File: src/rtl/median_row_seq.sv
// Frame sequencer for the three-row median line-buffer: fetches rows from row
// memory, pulses the row-load strobe and hands one window per output row to the writer.
module median_row_seq #(
    parameter int ROWS = 512,
    parameter int AW   = 9
) (
    input  logic          CLK,
    input  logic          RST,
    input  logic          start,
    input  logic          abort,
    output logic          busy,
    output logic          done,
    output logic          rd_req,
    output logic [AW-1:0] rd_addr,
    input  logic          rd_valid,
    output logic          ld_en,
    output logic          win_valid,
    output logic [1:0]    win_mode,
    output logic [AW-1:0] out_idx,
    input  logic          wr_ready
);

    typedef enum logic [1:0] {
        IDLE  = 2'd0,
        FETCH = 2'd1,
        EMIT  = 2'd2,
        DONE  = 2'd3
    } state_t;

    localparam logic [AW-1:0] LAST_ROW    = AW'(ROWS - 1);
    localparam logic [1:0]    MODE_NORMAL = 2'd0;
    localparam logic [1:0]    MODE_TOP    = 2'd1;
    localparam logic [1:0]    MODE_BOTTOM = 2'd2;

    state_t          state_reg, state_next;
    logic [AW-1:0]   fetch_idx_reg, fetch_idx_next;
    logic [AW-1:0]   emit_idx_reg, emit_idx_next;
    logic            fetch_last_reg, fetch_last_next;
    logic            busy_reg, busy_next;
    logic            done_reg, done_next;
    logic            rd_req_reg, rd_req_next;
    logic [AW-1:0]   rd_addr_reg, rd_addr_next;
    logic            win_valid_reg, win_valid_next;
    logic [1:0]      win_mode_reg, win_mode_next;
    logic [AW-1:0]   out_idx_reg, out_idx_next;

    // fetch_last records that row ROWS-1 has been loaded, so the EMIT decision
    // never depends on fetch_idx, which wraps to 0 when ROWS == 2**AW.
    always_comb begin
        state_next      = state_reg;
        fetch_idx_next  = fetch_idx_reg;
        emit_idx_next   = emit_idx_reg;
        fetch_last_next = fetch_last_reg;

        case (state_reg)
            IDLE: begin
                if (start) begin
                    state_next      = FETCH;
                    fetch_idx_next  = '0;
                    emit_idx_next   = '0;
                    fetch_last_next = 1'b0;
                end
            end
            FETCH: begin
                if (rd_valid) begin
                    fetch_idx_next = fetch_idx_reg + 1'b1;
                    if (fetch_idx_reg == LAST_ROW) begin
                        fetch_last_next = 1'b1;
                    end
                    state_next = (fetch_idx_reg == '0) ? FETCH : EMIT;
                end
            end
            EMIT: begin
                if (wr_ready) begin
                    emit_idx_next = emit_idx_reg + 1'b1;
                    if (emit_idx_reg == LAST_ROW) begin
                        state_next = DONE;
                    end else if (!fetch_last_reg) begin
                        state_next = FETCH;
                    end else begin
                        state_next = EMIT;
                    end
                end
            end
            DONE: begin
                state_next = IDLE;
            end
            default: begin
                state_next = IDLE;
            end
        endcase

        if (abort) begin
            state_next = IDLE;
        end
    end

    // Outputs are decoded from the next state so they leave the flops cleanly.
    always_comb begin
        busy_next      = (state_next == FETCH) || (state_next == EMIT);
        done_next      = (state_next == DONE);
        rd_req_next    = (state_next == FETCH);
        rd_addr_next   = (state_next == FETCH) ? fetch_idx_next : '0;
        win_valid_next = (state_next == EMIT);
        out_idx_next   = (state_next == EMIT) ? emit_idx_next : '0;
        win_mode_next  = MODE_NORMAL;
        if (state_next == EMIT) begin
            if (emit_idx_next == '0) begin
                win_mode_next = MODE_TOP;
            end else if (emit_idx_next == LAST_ROW) begin
                win_mode_next = MODE_BOTTOM;
            end
        end
    end

    always_ff @(posedge CLK or negedge RST) begin
        if (!RST) begin
            state_reg      <= IDLE;
            fetch_idx_reg  <= '0;
            emit_idx_reg   <= '0;
            fetch_last_reg <= 1'b0;
            busy_reg       <= 1'b0;
            done_reg       <= 1'b0;
            rd_req_reg     <= 1'b0;
            rd_addr_reg    <= '0;
            win_valid_reg  <= 1'b0;
            win_mode_reg   <= MODE_NORMAL;
            out_idx_reg    <= '0;
        end else begin
            state_reg      <= state_next;
            fetch_idx_reg  <= fetch_idx_next;
            emit_idx_reg   <= emit_idx_next;
            fetch_last_reg <= fetch_last_next;
            busy_reg       <= busy_next;
            done_reg       <= done_next;
            rd_req_reg     <= rd_req_next;
            rd_addr_reg    <= rd_addr_next;
            win_valid_reg  <= win_valid_next;
            win_mode_reg   <= win_mode_next;
            out_idx_reg    <= out_idx_next;
        end
    end

    assign busy      = busy_reg;
    assign done      = done_reg;
    assign rd_req    = rd_req_reg;
    assign rd_addr   = rd_addr_reg;
    assign win_valid = win_valid_reg;
    assign win_mode  = win_mode_reg;
    assign out_idx   = out_idx_reg;
    assign ld_en     = rd_req_reg & rd_valid;

endmodule

File: config.mk
export PLATFORM = sky130hd
export DESIGN_NAME = median_row_seq
export DESIGN_NICKNAME = d
export VERILOG_FILES = /design/src/rtl/median_row_seq.sv
export SDC_FILE = /design/constraint.sdc
export NUM_CORES = 1
export LEC_CHECK = 0
export ABC_AREA = 1
export CAP_MARGIN = 20
export CORE_ASPECT_RATIO = 0.8
export CORE_MARGIN = 3
export CORE_UTILIZATION = 56
export CTS_BUF_LIST = sky130_fd_sc_hd__clkbuf_8
export DETAILED_ROUTE_END_ITERATION = 10
export PLACE_DENSITY = 0.79
export REMOVE_ABC_BUFFERS = 1
export SETUP_SLACK_MARGIN = 0.05
export SLEW_MARGIN = 20
export SYNTH_ARGS = -nofsm -noshare
export SYNTH_HDL_FRONTEND = slang
export SYNTH_SLANG_ARGS = --single-unit
File: constraint.sdc
create_clock -name CLK -period 2.7 [get_ports CLK]
set_input_delay 0.675 -clock CLK [delete_from_list [all_inputs] [get_ports CLK]]
set_output_delay 0.675 -clock CLK [all_outputs]
set_load 0.02 [all_outputs]
==> reports/metrics.csv, run 1 <==
metric,value,unit
worstPathRequired,2030,ps
max-vdd-ir-drop,511,uV
cts_tree,yes,
period_needed,2560,ps
ant_nets,0,
detailroute.via_count,1819,
syn_inst,257,
drtIter0Drc,176,
fin_worst_skew,5.15,ps
fin_crit_sh,0.949,
routed_wl,4760,um
startpoint,rd_valid,
p_leak,1.34,nW
port_buffers,30,
die_x,75.2,um
syn2layout_area_growth,24.6,%
r2r_cells,13,
dp_slack,114,ps
worst_setup_path_start_kind,primary input,
start_util,0.605,
critPathKind,primary input to primary output,
grt_use_met3,0.0555,
placed_cell_area,2510,um2
syn_area,2140,um2
min_path_type,primary input to asynchronous set/reset pin,
ys_types,29,
grt.busiest_layer,met1,
drive_gt1_frac,0.0973,
fin_area,2670,um2
grt_max_degree,29,
cts_buffers,5,
yosysTopAreaCell,dfrtp_1,
hold_viol,0,
critPathArrivalTime,1890,ps
place.gp.congestion,0.912,
die_h,61.3,um
grt_use_total,0.226,
clockBufferDepth,2,
cts_sinks,45,
cp-end-kind,primary output,
dpl.hpwl,3260,um
final_max_slew_viol_count,0,
r2r_end,rd_addr[1],
use_met1,0.352,
tns,0,ps
clk_latency,290,ps
cts_hold_buf,0,
cts.clk_slew.worst_paths,80,ps
drc,0,
dieArea,4610,um2
ys_seq_area_frac,0.525,
status,"complete, no violations",
crit_path_end,ld_en,
dr.pass1.iters,4,
grtUsageMet2,0.315,
r2r_start,emit_idx_reg[0],
grt_pass1_wl,7730,um
antenna_found_initial,0,
rsz0062_at_grt,no,
fin_nets,311,
tightest_slew,403,ps
synth_warnings,0,
final_cells,340,
path_max_fanout,2,
ioPinCount,31,
hold_ws,293,ps
rrSetupSlack,260,ps
wl_per_cell,14.0,um
finalSetupViolCount,0,
root_buffer,clkbuf_8,
num_rows,19,
maxClockFrequency,390,MHz
relSlewSlack,0.732,
finalWorstSetupSlack,137,ps
synth_top_cell_area_share,0.525,
place_inst,330,
avgSynthCellArea,8.34,um2
diodes,0,
p_per_area,579,nW/um2
via_per_inst,5.35,
htreeDepth,2,
grt_pass1_vias,1619,
fp.coreArea,3540,um2
timing.max_cap.violations,0,
synth_area_leaders,"dfrtp_1 (53%), nand2_1 (11%), inv_1 (6.3%)",
grt-ovfl-total,0,
ys_ff_latch,45,
[cells in the mapped netlist, drive strengths merged]
master / number
nand2: 64
dfrtp: 45
inv: 38
nor2: 26
nand3: 21
a21oi: 17
o21ai: 9
ha: 8
nor3: 7
a21boi: 3
buf: 3
nand4: 3
clkinv: 2
nand3b: 2
or2: 2
a211oi: 1
and3: 1
clkbuf: 1
o211ai: 1
o21bai: 1
o22ai: 1
o31ai: 1
[routing by layer]
metal | share of wire | vias to the layer above
li1 | - | 896
met1 | 0.51 | 848
met2 | 0.41 | 71
met3 | 0.071 | 4
met4 | 0.0088 | 0
met5 | 0 | -
[how the worst min path moves through the flow]
stage / end / start / cells past startpoint
after global placement: fetch_idx_reg[7] / fetch_idx_reg[7] / 2
after global routing: fetch_idx_reg[6] / RST / 1
after detailed placement: fetch_idx_reg[7] / fetch_idx_reg[7] / 2
final: fetch_idx_reg[6] / RST / 1
after floorplan: busy / RST / 0
after CTS: done / RST / 1
[layout by cell type, fill, tap and decap left out, types with 2 or more instances in the layout]
cell type        count
clkdlybuf4s50_1     29
nand3b_1             2
nand4_1              3
clkbuf_8             5
a21boi_0             3
nand2_2              3
nand2_1             61
a21oi_1             17
inv_1               36
nor3_1               7
nor2_1              24
buf_4                6
nand3_1             19
dfrtp_1             45
bufinv_16            2
o21ai_0              8
nand3_2              2
inv_2                2
nor2_2               2
ha_1                 7
[logic make-up after synthesis]
family | share of synthesized area
and+or+nand+nor | 0.258
DFF | 0.525
buffers and inverters | 0.0800
AOI/OAI and AO/OA | 0.0899
adders and majority gates | 0.0467
[critical path, stage by stage]
cell and delay (ps):
clkdlybuf4s50_1 490, nand2_1 70, inv_1 50, clkdlybuf4s50_1 600
[timing repair]
action / 4_1_cts / 5_1_grt
endpoints found under the setup margin: 0 / 10
gates resized for setup: 0 / 3
setup buffers: 0 / 1
[stage by stage]
stage	power (W)	util
global route	0.00160	0.754
detailed placement	0.000946	0.708
global placement	0.000944	0.708
finish	0.00155	0.754
floorplan	0.000858	-
CTS	0.00153	0.746
[layout make-up]
cell class              count  area (um2)
clock inverters             3        65.1
flip-flops and latches     45        1130
multi-input cells         168         858
inverters                  40         154
clock buffers               5        68.8
repair buffers             36         340
repair inverters            1        5.00
fillers                   256         872
well taps                  42        52.6
[report_power, final]
group / internal [W] / switching, W
Combinational: 0.0000817 / 0.000144
Sequential: 0.000702 / 0.0000254
Clock: 0.000368 / 0.000226
Power figures use the tool's default switching activity.
==> run 2, diff against run 1 <==
CORE_MARGIN = default   (was 3)
==> run 2 against run 1 <==
Fmax hardly changed. Register-to-register slack hardly changed. First-iteration DRC count is 20% lower. Cell area fell by 0.52%. Critical path depth unchanged. Routed wire length is 9.8% lower. Setup slack gained 2.5 ps. Flip-flop and latch count stayed put. Sequential share of layout area increased by 0.22 points. Worst hold slack worse by 43 ps. Utilization shrank 0.39 points. Clock-buffer cell count unchanged. Critical path type unchanged. Largest power group unchanged.
==> reports/metrics.csv, run 2 (synthesis gave the netlist of run 1 again) <==
metric,value,unit,change
status,"complete, no violations",,unchanged
fin_worst_skew,6.11,ps,was 5.15 ps
p_leak,1.34,nW,about the same
final_cell_mix,"nand2_1 (61), dfrtp_1 (45), inv_1 (36)",,unchanged
hold_viol,0,,unchanged
mostFrequentLayoutCell,nand2_1,,unchanged
clk_latency,300,ps,was 290 ps
hold_ws,250,ps,was 293 ps
place.gp.congestion,0.896,,was 0.912
drc,0,,unchanged
swShare,0.250,,was 0.256
combPwrFrac,0.139,,was 0.146
fin_crit_sh,0.948,,was 0.949
r2r_start,emit_idx_reg[0],,unchanged
post_cts_buffers,0,,unchanged
max-vdd-ir-drop,435,uV,was 511 uV
cts.clk_slew.worst_paths,80,ps,about the same
dp_slack,54.6,ps,was 114 ps
drtIter0Drc,141,,was 176
r2r_cells,13,,unchanged
dr.pass1.iters,4,,unchanged
cp_slowest_cell,clkdlybuf4s50_1,,unchanged
die_h,57.3,um,was 61.3 um
cts_hold_buf,0,,unchanged
wl_per_cell,12.7,um,was 14.0 um
tightest_slew,403,ps,about the same
fp.coreArea,3540,um2,unchanged
pwr-share-clk,0.386,,was 0.384
worst_setup_path_start_kind,primary input,,unchanged
grt_use_total,0.243,,was 0.226
grt_max_degree,20,,was 29
crit_top_cell,clkdlybuf4s50_1,,unchanged
period_needed,2560,ps,about the same
rrSetupSlack,260,ps,about the same
cts_sinks,45,,unchanged
r2r_end,rd_addr[3],,was rd_addr[1]
ant_nets,0,,unchanged
port_buffers,30,,unchanged
ioPinCount,31,,unchanged
startpoint,rd_valid,,unchanged
die_x,71.2,um,was 75.2 um
grt_pass1_wl,7330,um,was 7730 um
cts-resized-gates,0,,unchanged
antenna_found_initial,0,,unchanged
crit_chain,clkdlybuf4s50_1 > nand2_1 > inv_1 > clkdlybuf4s50_1,,unchanged
fin_nets,310,,was 311
slowest_delay,600,ps,about the same
p_int,0.00115,W,about the same
finalWorstSetupSlack,139,ps,was 137 ps
clockBufferDepth,2,,unchanged
worstPathRequired,2030,ps,about the same
via_per_inst,5.17,,was 5.35
cts_tree,yes,,unchanged
htreeDepth,2,,unchanged
cp-end-kind,primary output,,unchanged
dieArea,4080,um2,was 4610 um2
detailroute.via_count,1753,,was 1819
routed_wl,4300,um,was 4760 um
grt_pass1_vias,1505,,was 1619
drive_gt1_frac,0.0943,,was 0.0973
root_buffer,clkbuf_8,,unchanged
path_max_fanout,2,,unchanged
finalSetupViolCount,0,,unchanged
syn2layout_area_growth,23.9,%,was 24.6%
critPathArrivalTime,1890,ps,about the same
rsz0062_at_grt,yes,,was no
diodes,0,,unchanged
relSlewSlack,0.731,,was 0.732
maxClockFrequency,390,MHz,about the same
tns,0,ps,unchanged
timing.max_cap.violations,0,,unchanged
start_util,0.605,,unchanged
seqPwrFrac,0.475,,was 0.470
num_rows,19,,unchanged
min_path_type,primary input to asynchronous set/reset pin,,unchanged
dpl.hpwl,3150,um,was 3260 um
p_per_area,576,nW/um2,was 579 nW/um2
grt-ovfl-total,0,,unchanged
final_max_slew_viol_count,0,,unchanged
cts_buffers,5,,unchanged
power_switching,0.000383,W,was 0.000395 W
critPathKind,primary input to primary output,,unchanged
## run 2: stage by stage
stage	instances	utilization	power, W	instance area, um2
detailed placement	331	0.710	0.000946	2510
global placement	331	0.710	0.000945	2510
finish	339	0.750	0.00153	2660
CTS	339	0.748	0.00153	2650
floorplan	253	-	0.000858	2120
global route	339	0.750	0.00159	2660
## run 2: layout make-up
type,count,area (um2)
Inverter,40,154
Clock buffer,5,68.8
Sequential cell,45,1130
Multi-Input combinational cell,168,850
Tap cell,42,52.6
Fill cell,247,886
Timing Repair Buffer,36,340
Clock inverter,3,65.1
## run 2: worst max-delay path by stage
| stage | to | depth (start not counted) |
|---|---|---|
| after floorplan | win_mode[1] | 11 |
| after global placement | rd_addr[3] | 8 |
| after detailed placement | win_mode[1] | 9 |
| after CTS | ld_en | 4 |
| after global routing | rd_addr[3] | 13 |
| final | ld_en | 4 |
## run 2: routing by layer
| metal | vias up | GRT usage | share of wire |
|---|---|---|---|
| li1 | 889 | - | - |
| met1 | 792 | 0.409 | 0.52 |
| met2 | 65 | 0.293 | 0.40 |
| met3 | 7 | 0.0495 | 0.063 |
| met4 | 0 | 0.106 | 0.015 |
| met5 | - | 0 | 0 |
## run 2: power by group through the flow
stage	Combinational, W	Sequential, W	Clock [W]
final	0.000212	0.000727	0.000590
after global routing	0.000241	0.000732	0.000620
after CTS	0.000211	0.000726	0.000595
after detailed placement	0.000208	0.000738	0
after global placement	0.000205	0.000739	0
after floorplan	0.000109	0.000748	0
## run 2: worst max-delay path, delay by kind of cell
kind / cells / cell delay (ps)
buffers and inverters: 3 / 1150
AND/OR/NAND/NOR: 1 / 60
==> run 3, diff against run 2 <==
CTS_BUF_LIST = sky130_fd_sc_hd__clkbuf_4   (was sky130_fd_sc_hd__clkbuf_8)
==> run 3 against run 2 <==
Global-route usage down 0.19 points. Flip-flop and latch count unchanged. Critical path depth unchanged. Sequential power about the same. Critical path type unchanged. Clock skew about the same. Cell area down 1.2%. Combinational power about the same. Via count about the same.
==> reports/metrics.csv, run 3 (synthesis gave the netlist of run 1 again) <==
metric,value,unit,change
num_rows,19,,unchanged
start_util,0.605,,unchanged
place_inst,331,,unchanged
fin_nets,310,,unchanged
finalSetupViolCount,0,,unchanged
detailroute.via_count,1754,,was 1753
relSlewSlack,0.743,,was 0.731
cts_hold_buf,0,,unchanged
die_h,57.3,um,unchanged
combPwrFrac,0.146,,was 0.139
fin_worst_skew,6.33,ps,was 6.11 ps
ioPinCount,31,,unchanged
drc,0,,unchanged
dpl.hpwl,3150,um,unchanged
diodes,0,,unchanged
mostFrequentLayoutCell,nand2_1,,unchanged
min_path_type,primary input to asynchronous set/reset pin,,unchanged
timing.max_cap.violations,0,,unchanged
p_leak,1.32,nW,was 1.34 nW
ant_nets,0,,unchanged
cts_sinks,45,,unchanged
max-vdd-ir-drop,385,uV,was 435 uV
fp.coreArea,3540,um2,unchanged
post_cts_buffers,0,,unchanged
pwr-share-clk,0.347,,was 0.386
p_int,0.00107,W,was 0.00115 W
grt_pass1_wl,7300,um,was 7330 um
grt_pass1_vias,1515,,was 1505
port_buffers,30,,unchanged
die_x,71.2,um,unchanged
drtIter0Drc,122,,was 141
power.total,0.00143,W,was 0.00153 W
grt_use_total,0.241,,was 0.243
p_per_area,546,nW/um2,was 576 nW/um2
postLayoutCoreUtil,0.741,,was 0.750
via_per_inst,5.17,,about the same
antenna_found_initial,0,,unchanged
htreeDepth,2,,unchanged
cp-end-kind,primary output,,unchanged
fin_area,2630,um2,was 2660 um2
worst_setup_path_start_kind,primary input,,unchanged
swShare,0.257,,was 0.250
dr.pass1.iters,4,,unchanged
place.gp.congestion,0.896,,unchanged
period_needed,2560,ps,about the same
final_max_slew_viol_count,0,,unchanged
cts.clk_slew.worst_paths,120,ps,was 80 ps
worstPathRequired,2030,ps,about the same
critPathKind,primary input to primary output,,unchanged
hold_viol,0,,unchanged
critPathArrivalTime,1890,ps,about the same
dieArea,4080,um2,unchanged
grt-ovfl-total,0,,unchanged
seqPwrFrac,0.507,,was 0.475
final_cell_mix,"nand2_1 (61), dfrtp_1 (45), inv_1 (36)",,unchanged
clockBufferDepth,2,,unchanged
rsz0062_at_grt,no,,was yes
routed_wl,4190,um,was 4300 um
wl_per_cell,12.3,um,was 12.7 um
power_switching,0.000368,W,was 0.000383 W
grt_max_degree,20,,unchanged
fin_crit_sh,0.950,,was 0.948
syn2layout_area_growth,22.5,%,was 23.9%
tightest_slew,385,ps,was 403 ps
path_max_fanout,2,,unchanged
final_cells,339,,unchanged
maxClockFrequency,390,MHz,about the same
tns,0,ps,unchanged
drive_gt1_frac,0.0943,,unchanged
cts-resized-gates,0,,unchanged
cts_buffers,5,,unchanged
status,"complete, no violations",,unchanged
placed_cell_area,2510,um2,unchanged
clk_latency,360,ps,was 300 ps
root_buffer,clkbuf_4,,was clkbuf_8
cts_tree,yes,,unchanged
[run 3: path summary, 6_finish.rpt]
path	from	end	slack [ps]	cells past startpoint
worst max-delay path	rd_valid	ld_en	140	4
worst min-delay path	RST	rd_addr[3]	180	1
worst max register to register	emit_idx_reg[0]	rd_addr[3]	280	13
worst min register to register	fetch_idx_reg[7]	fetch_idx_reg[7]	530	2
max in group asynchronous	RST	rd_req	1980	2
min in group CLK	fetch_idx_reg[7]	fetch_idx_reg[7]	530	2
[run 3: critical path, stage by stage]
cell	delay, ps
clkdlybuf4s50_1	490
nand2_1	60
inv_1	60
clkdlybuf4s50_1	600
[run 3: area by class of cell]
cell class	instances	area, um2
Clock buffer	5	37.5
Clock inverter	3	65.1
Fill cell	251	917
Inverter	40	154
Multi-Input combinational cell	168	850
Sequential cell	45	1130
Tap cell	42	52.6
Timing Repair Buffer	36	340
[run 3: through the flow]
stage                     hold WS (ps)  setup slack [ps]
final                              179               136
after global routing               196              58.2
after CTS                          186               138
after detailed placement           495              54.6
after global placement             484               149
after floorplan                    379               639
[run 3: power by group through the flow]
stage	registers [W]	clock network [W]	logic, W
2_1_floorplan	0.000748	0	0.000109
3_3_place_gp	0.000739	0	0.000205
3_5_place_dp	0.000738	0	0.000208
4_1_cts	0.000727	0.000504	0.000208
5_1_grt	0.000732	0.000527	0.000241
6_report	0.000727	0.000498	0.000210
[run 3: per-layer routing]
metal / wire (um) / part of all wire / vias up / global-route usage
li1: - / - / 889 / -
met1: 2180 / 0.52 / 792 / 0.408
met2: 1610 / 0.38 / 64 / 0.287
met3: 315 / 0.075 / 9 / 0.0512
met4: 76 / 0.018 / 0 / 0.103
met5: 0 / 0 / - / 0
